<file path="src/rtl/demux_1ne8_seq_pkg.sv">
// Shared constants and channel state type for the 1-to-8 sequential distributor.
package demux_1ne8_seq_pkg;
   localparam int DATA_W = 24;
   localparam int NCH    = 8;
   localparam int SEL_W  = 3;
   localparam int CNT_W  = 8;

   typedef enum logic {
      EMPTY = 1'b0,
      FULL  = 1'b1
   } chan_state_t;
endpackage

</file>
<file path="src/rtl/demux_1ne8_seq_kanal_mbajtes.sv">
// Single-channel holding slot: EMPTY/FULL state with a data register.
// A write in the same cycle as an ack wins, so the slot stays FULL.
module kanal_mbajtes
   import demux_1ne8_seq_pkg::*;
#(
   parameter int WIDTH = DATA_W
) (
   input  logic             clock,
   input  logic             reset_n,
   input  logic             wr_en,
   input  logic [WIDTH-1:0] data_in,
   input  logic             ack,
   output logic [WIDTH-1:0] data_out,
   output logic             valid
);

   chan_state_t state;

   always_ff @(posedge clock or negedge reset_n) begin
      if (!reset_n) begin
         state    <= EMPTY;
         data_out <= '0;
      end else begin
         case (state)
            EMPTY: begin
               if (wr_en) begin
                  state    <= FULL;
                  data_out <= data_in;
               end
            end
            FULL: begin
               if (wr_en) begin
                  data_out <= data_in;
               end else if (ack) begin
                  state <= EMPTY;
               end
            end
            default: state <= EMPTY;
         endcase
      end
   end

   assign valid = (state == FULL);

endmodule

</file>
<file path="src/rtl/demux_1ne8_seq.sv">
// Sequential 1-to-8 distributor: steers each accepted word to a channel slot chosen
// by s or by a round-robin pointer. Optional stall counter under DEMUX_OVERFLOW_CNT_EN.
module demux_1ne8_seq
   import demux_1ne8_seq_pkg::*;
#(
   parameter int WIDTH = DATA_W
) (
   input  logic                 clock,
   input  logic                 reset_n,
   input  logic [WIDTH-1:0]     hyrja,
   input  logic                 hyrja_valid,
   output logic                 hyrja_ready,
   input  logic [SEL_W-1:0]     s,
   input  logic                 auto,
   output logic [NCH*WIDTH-1:0] dalja,
   output logic [NCH-1:0]       dalja_valid,
   input  logic [NCH-1:0]       dalja_ack,
   output logic [SEL_W-1:0]     ptr,
   output logic [CNT_W-1:0]     gabim_cnt
);

   logic [SEL_W-1:0] tgt;
   logic             accept;
   logic [NCH-1:0]   wr_en;

   assign tgt         = auto ? ptr : s;
   // No path from hyrja_valid into ready; the async reset forces it low directly.
   assign hyrja_ready = reset_n & (~dalja_valid[tgt] | dalja_ack[tgt]);
   assign accept      = hyrja_valid & hyrja_ready;

   for (genvar k = 0; k < NCH; k++) begin : g_ch
      assign wr_en[k] = accept & (tgt == SEL_W'(k));

      kanal_mbajtes #(.WIDTH(WIDTH)) u_slot (
         .clock   (clock),
         .reset_n (reset_n),
         .wr_en   (wr_en[k]),
         .data_in (hyrja),
         .ack     (dalja_ack[k]),
         .data_out(dalja[k*WIDTH +: WIDTH]),
         .valid   (dalja_valid[k])
      );
   end

   // Strict order: the pointer only moves past a channel once it has accepted a word.
   always_ff @(posedge clock or negedge reset_n) begin
      if (!reset_n) begin
         ptr <= '0;
      end else if (accept && auto) begin
         ptr <= ptr + 1'b1;
      end
   end

`ifdef DEMUX_OVERFLOW_CNT_EN
   function automatic logic [CNT_W-1:0] sat_inc(input logic [CNT_W-1:0] v);
      return (v == {CNT_W{1'b1}}) ? v : v + 1'b1;
   endfunction

   always_ff @(posedge clock or negedge reset_n) begin
      if (!reset_n) begin
         gabim_cnt <= '0;
      end else if (hyrja_valid && !hyrja_ready) begin
         gabim_cnt <= sat_inc(gabim_cnt);
      end
   end
`else
   assign gabim_cnt = '0;
`endif

endmodule

</file>
<file path="config.mk">
export PLATFORM = sky130hd
export DESIGN_NAME = demux_1ne8_seq
export DESIGN_NICKNAME = d
export VERILOG_FILES = /design/src/rtl/demux_1ne8_seq_pkg.sv /design/src/rtl/demux_1ne8_seq_kanal_mbajtes.sv /design/src/rtl/demux_1ne8_seq.sv
export SDC_FILE = /design/constraint.sdc
export NUM_CORES = 1
export LEC_CHECK = 0
export CAP_MARGIN = 20
export CORE_MARGIN = 5
export CORE_UTILIZATION = 39
export CTS_CLUSTER_SIZE = 12
export DETAILED_ROUTE_END_ITERATION = 12
export MAX_ROUTING_LAYER = met4
export PLACE_DENSITY_LB_ADDON = 0.15
export SLEW_MARGIN = 20
export SYNTH_ARGS = -nofsm -noshare
export SYNTH_HDL_FRONTEND = slang
export SYNTH_SLANG_ARGS = --single-unit
</file>
<file path="constraint.sdc">
create_clock -name clock -period 5.5 [get_ports clock]
set_clock_uncertainty 0.2 [all_clocks]
set_input_delay 1.65 -clock clock [delete_from_list [all_inputs] [get_ports clock]]
set_output_delay 1.65 -clock clock [all_outputs]
set_load 0.01 [all_outputs]
</file>
==> results of run 1 <==
[state kept, by name, summed over array words and instances (netlist names)]
name	count
ptr	3
g_ch.u_slot.valid	8
g_ch.u_slot.data_out	192
[layer usage]
layer | vias to the layer above | track usage | routed length [um]
li1 | 2288 | - | -
met1 | 2662 | 0.229 | 9850
met2 | 178 | 0.298 | 11400
met3 | 38 | 0.0409 | 1260
met4 | 0 | 0.0399 | 471
met5 | - | - | 0
[repair_timing]
action	in CTS	in global routing
setup buffers	0	0
pin swaps	0	1
hold buffers	0	0
gates resized for setup	4	4
endpoints found under the setup margin	1	1
[through the flow]
stage	hold slack (ns)	instance area (um^2)	total power, uW	TNS, ns	worst slack [ns]
after floorplan	0.310	8740	3970	0	0.301
after global placement	0.288	11300	5720	-0.333	-0.333
after detailed placement	0.292	11300	5780	-0.344	-0.344
after CTS	0.306	12000	7330	0	0.0616
after global routing	0.309	12000	7600	-0.0253	-0.0253
final	0.303	12000	7250	0	0.0574
[path summary, 6_finish.rpt]
kind | from | endpoint | slack (ns)
worst max-delay path | s[0] | hyrja_ready | 0.06
worst min-delay path | g_ch[0].u_slot.data_out[17]$_DFFE_PN0P_ | g_ch[0].u_slot.data_out[17]$_DFFE_PN0P_ | 0.30
worst max register to register | ptr[0]$_DFFE_PN0P_ | g_ch[3].u_slot.data_out[10]$_DFFE_PN0P_ | 2.50
worst min register to register | g_ch[0].u_slot.data_out[17]$_DFFE_PN0P_ | g_ch[0].u_slot.data_out[17]$_DFFE_PN0P_ | 0.30
max in group asynchronous | reset_n | g_ch[6].u_slot.data_out[22]$_DFFE_PN0P_ | 2.57
min in group asynchronous | reset_n | ptr[1]$_DFFE_PN0P_ | 0.86
[critical path, delay by kind of cell]
kind	cells	cell delay, ns
buffers and inverters	2	0.85
AOI/OAI and AO/OA	2	0.61
and+or+nand+nor	2	0.26
muxes	1	0.22
[kinds of logic (layout without fill, tap and decap cells)]
kind of cell    count (synthesis)  after routing  synth area share
mux                           198            198             0.315
compound gates                 18             18            0.0144
fa+ha+maj                       1              1           0.00144
flops                         203            203             0.583
buf+inv                        46            303            0.0423
other cells                     1              8          0.000430
xor+xnor                        2              2           0.00201
simple gates                   47             47            0.0413
[power by group through the flow]
stage / registers (uW) / clock network (uW) / logic (uW)
floorplan: 2900 / 0 / 1070
global placement: 2640 / 0 / 3080
detailed placement: 2660 / 0 / 3110
CTS: 2650 / 1550 / 3130
global route: 2740 / 1610 / 3250
finish: 2650 / 1510 / 3080
[layout by cell type, fill, tap and decap left out, types with 4 or more instances in the layout]
| cell type | netlist | routed |
|---|---|---|
| buf_4 | 16 | 13 |
| clkbuf_16 | 0 | 23 |
| clkbuf_8 | 0 | 10 |
| clkdlybuf4s50_1 | 0 | 238 |
| clkinv_2 | 0 | 4 |
| conb_1 | 1 | 8 |
| dfrtp_1 | 203 | 203 |
| inv_1 | 8 | 8 |
| mux2_2 | 60 | 60 |
| mux2_4 | 133 | 133 |
| nand2_1 | 6 | 6 |
| nand2_8 | 7 | 7 |
| nand3_1 | 4 | 4 |
| nand3b_1 | 4 | 4 |
| nor2_1 | 10 | 10 |
| o21ai_0 | 10 | 10 |
[area by class of cell]
type / instances / area share
flip-flops and latches: 203 / 0.422
inverters: 8 / 0.00249
repair buffers: 255 / 0.209
clock buffers: 35 / 0.0590
clock inverters: 5 / 0.00415
multi-input cells: 274 / 0.275
well taps: 280 / 0.0291
==> impl_metrics.tcl, run 1 <==
set metrics [dict create \
    final_hold_viol_count 0 \
    start_util 0.398 \
    switching_share 0.290 \
    numCtsBuffers 23 \
    synth-async-reset-ratio 1.00 \
    multi_input_area_mm2 0.00331 \
    synth_largest_area_cell "dfrtp_1" \
    vias 5166 \
    cts.sinks 203 \
    die_area_mm2 0.0254 \
    die_h_um 159 \
    worstSetupPathType "in -> out" \
    setup_violations 0 \
    grt_pass1_vias 5821 \
    cts_max_path_buffers 3 \
    regArea_mm2 0.00508 \
    ioPinCount 251 \
    synth_common_cells "dfrtp_1 (203), mux2_4 (133), mux2_2 (60)" \
    worst_pin_slew_ns 0.792 \
    critPathMaxStageDelay_ns 0.56 \
    cap_violations 0 \
    antennaDiodeCount 0 \
    cts_root_buffer "clkbuf_16" \
    grt_usage 0.181 \
    reg2reg_depth 6 \
    synth_seq_cells 203 \
    slew_headroom 0.472 \
    period_share 0.990 \
    row_count 54 \
    crit_path_start_kind "primary input" \
    p_comb_frac 0.425 \
    pwr_density_cell_mw_per_mm2 602 \
    worstPathRequired_ns 3.65 \
    area_growth_pct 38.2 \
    cts.clk_slew.worst_paths_ns 0.05 \
    final_max_slew_viol_count 0 \
    critPathCaptureType "primary output" \
    drt-total-wl_um 22900 \
    vias_per_cell 4.87 \
    ys_types 39 \
    dp_cells 1020 \
    overflow 0 \
    synth_edf_count 0 \
    layout-drive-gt1-share 0.336 \
    yosys.cell_count.top_type "dfrtp_1" \
    clock_latency_ns 0.49 \
    portBuffers 242 \
    yosysWarnings 0 \
    wl_per_cell_um 21.6 \
    drtIter0Drc 215 \
    drcViolationCount 0 \
    ys_seq_area_frac 0.583 \
    avgSynthCellArea_um2 16.9 \
    ir_worst_vdd_uv 300 \
    drtAntennaViolNets 0 \
    p_int_uw 5150 \
    final_cells 1060 \
    crit_chain "clkdlybuf4s50_1, mux2i_1, nor3_1, a2111oi_1, a22oi_2, and2_1, dlygate4sd2_1" \
    holdPathStages 1 \
    arrival_ns 3.59 \
    nets 805 \
    ys.flop_type "dfrtp_1" \
    critPathMaxFanout 4 \
    yosysTopAreaCellShare 0.583 \
    place_congestion 0.922 \
    utilization 0.550 \
    seqPwrFrac 0.366 \
    grt_pass1_wl_um 35800 \
    hpwl_um 15500 \
    tritoncts "yes" \
    die_x_um 159 \
    netlist_area_mm2 0.00872 \
    core_area_mm2 0.0219 \
    htree_num_levels 1 \
    fin_crit_ns 5.44 \
    power_frac_clock 0.209 \
    grt_max_degree 65 \
    detail_route.first_pass.iterations 4 \
    p_sw_uw 2100 \
    max_freq_mhz 184 \
    hold_path_class "reg -> reg" \
    p_leak_uw 0.00567 \
    antenna_found_initial 0 \
    synthCells 516 \
    fill_cells 1810 \
    synthTopCellsByArea "dfrtp_1 (58%), mux2_4 (23%), mux2_2 (7.8%)" \
    status "completed" \
    slowest_stage "clkdlybuf4s50_1" \
]
No activity file was read; power rests on OpenSTA's default activity.
==> run 2, diff against run 1 <==
Settings changed: CORE_UTILIZATION 39 to 43, GPL_TIMING_DRIVEN set to 1.
Clock period 5.5 ns to 4.7 ns, I/O delays scaled along.
==> run 2 against run 1 <==
Against the previous run: cell area about the same; global-route usage up 1.4 points; clock-buffer cell count down 3; core utilization rose by 4.9 points; non-clock buffer count up 2; first-iteration DRC count down 20%; total power increased by 17%; critical path type unchanged; largest cell class unchanged.
==> impl_metrics.tcl, run 2 (synthesis results as in run 1) <==
set metrics [dict create \
    status "completed" \
    start_util 0.434 \
    setup_ws_ns 0.0851 \
    p_leak_uw 0.00568 \
    slew_headroom 0.445 \
    period_share 0.982 \
    portBuffers 242 \
    overflow 0 \
    vias_per_cell 4.98 \
    final_cells 1051 \
    place_congestion 0.879 \
    drt-total-wl_um 22400 \
    worstPathRequired_ns 3.09 \
    cts.clk_slew.worst_paths_ns 0.05 \
    critPathMaxFanout 4 \
    grt_max_degree 150 \
    die_area_mm2 0.0232 \
    hold_path_class "reg -> reg" \
    pwr_density_cell_mw_per_mm2 703 \
    arrival_ns 3.00 \
    final_common_cell "clkdlybuf4s50_1" \
    worstSetupPathType "in -> out" \
    layout-drive-gt1-share 0.342 \
    drtIter0Drc 172 \
    fill_cells 1487 \
    tritoncts "yes" \
    row_count 52 \
    grt_usage 0.195 \
    area_growth_pct 38.3 \
    endpoint "hyrja_ready" \
    grt_pass1_wl_um 35300 \
    top_register "g_ch.u_slot.data_out" \
    max_freq_mhz 217 \
    r2r_start "ptr[0]$_DFFE_PN0P_" \
    drcViolationCount 0 \
    ir_worst_vdd_uv 378 \
    critPathCaptureType "primary output" \
    drtAntennaViolNets 0 \
    p_total_uw 8470 \
    wl_per_cell_um 21.3 \
    nets 807 \
    grt_pass1_vias 5805 \
    final_hold_viol_count 0 \
    stdcell_area_mm2 0.0121 \
    setup_violations 0 \
    die_x_um 152 \
    numCtsBuffers 23 \
    core_area_mm2 0.0201 \
    startpoint "s[0]" \
    cts.sinks 203 \
    dp_cells 1009 \
    layout_common_cells "clkdlybuf4s50_1 (237), dfrtp_1 (203), mux2_4 (133), mux2_2 (60), clkbuf_16 (23)" \
    antenna_found_initial 0 \
    r2r_end "g_ch[6].u_slot.data_out[10]$_DFFE_PN0P_" \
    antennaDiodeCount 0 \
    clock_latency_ns 0.49 \
    vias 5235 \
    tns_ns 0 \
    placed_area_mm2 0.0113 \
    crit_path_start_kind "primary input" \
    reg2reg_slack_ns 1.68 \
    cts_max_path_buffers 3 \
    detail_route.first_pass.iterations 5 \
    cap_violations 0 \
    htree_num_levels 1 \
    worst_pin_slew_ns 0.832 \
    die_h_um 152 \
    hpwl_um 14800 \
    rsz0062_at_grt "false" \
    fin_crit_ns 4.61 \
    final_max_slew_viol_count 0 \
    ioPinCount 251 \
    place_ws_ns -0.710 \
    reg2reg_depth 6 \
    largest_reg_flops 192 \
    cts_root_buffer "clkbuf_16" \
]
## run 2: cell count changes in the layout (fill, tap and decap cells not counted), sizes merged
cell and delta:
dlygate4sd2 -2, clkdlybuf4s50 -1, bufinv +1, clkbuf -2
buf +4, inv +1
## run 2: worst min-delay path by stage
stage                                                        from                                      end  slack (ns)  depth (start not counted)
after global placement    g_ch[7].u_slot.data_out[12]$_DFFE_PN0P_  g_ch[7].u_slot.data_out[12]$_DFFE_PN0P_        0.29                          1
after global routing      g_ch[7].u_slot.data_out[12]$_DFFE_PN0P_  g_ch[7].u_slot.data_out[12]$_DFFE_PN0P_        0.32                          1
after CTS                 g_ch[7].u_slot.data_out[12]$_DFFE_PN0P_  g_ch[7].u_slot.data_out[12]$_DFFE_PN0P_        0.30                          1
final                     g_ch[7].u_slot.data_out[12]$_DFFE_PN0P_  g_ch[7].u_slot.data_out[12]$_DFFE_PN0P_        0.30                          1
after detailed placement  g_ch[7].u_slot.data_out[21]$_DFFE_PN0P_  g_ch[7].u_slot.data_out[21]$_DFFE_PN0P_        0.29                          1
after floorplan                    g_ch[0].u_slot.valid$_DFF_PN0_           g_ch[0].u_slot.valid$_DFF_PN0_        0.31                          2
## run 2: per-layer routing
| layer | up-vias | routed length (um) | share of wire | track usage |
|---|---|---|---|---|
| met5 | - | 0 | 0 | - |
| li1 | 2290 | - | - | - |
| met2 | 212 | 11100 | 0.50 | 0.322 |
| met4 | 0 | 291 | 0.013 | 0.0381 |
| met1 | 2696 | 9410 | 0.42 | 0.247 |
| met3 | 37 | 1580 | 0.071 | 0.0497 |
## run 2: layout make-up
type / count / area, um^2 / area share
repair buffers: 257 / 2540 / 0.211
well taps: 270 / 338 / 0.0280
inverters: 8 / 30.0 / 0.00249
multi-input cells: 274 / 3320 / 0.275
flip-flops and latches: 203 / 5080 / 0.421
clock inverters: 7 / 92.6 / 0.00768
clock buffers: 32 / 659 / 0.0547
## run 2: where the power goes
part           total (uW)  switching, uW  internal (uW)
Sequential           3100            533           2570
Clock                1770            683           1080
Combinational        3600           1240           2370
Total                8470           2450           6020
## run 2: what timing repair did
item	in CTS	in global routing
setup buffers	3	0
endpoints found under the setup margin	1	1
hold buffers	0	0
pin swaps	2	1
gates resized for setup	15	4
cloned	0	0
## run 2: metrics by stage
step / hold slack, ns / util
3_3_place_gp: 0.289 / 0.561
3_5_place_dp: 0.292 / 0.561
5_1_grt: 0.317 / 0.600
6_report: 0.302 / 0.600
4_1_cts: 0.305 / 0.600
2_1_floorplan: 0.310 / -
## run 2: worst max-delay path, cell delays in order
cell and delay, ns:
dlygate4sd2_1 0.31, buf_4 0.18, mux2i_1 0.23, o21ai_0 0.14, nor4_2 0.31, a22oi_2 0.13, and2_4 0.16, buf_2 0.13
==> run 3, diff against run 2 <==
Settings changed: GPL_TIMING_DRIVEN 1 to not set.
==> results of run 3 <==
Same layout as run 2: the final DEF is identical, and so are final timing and power.
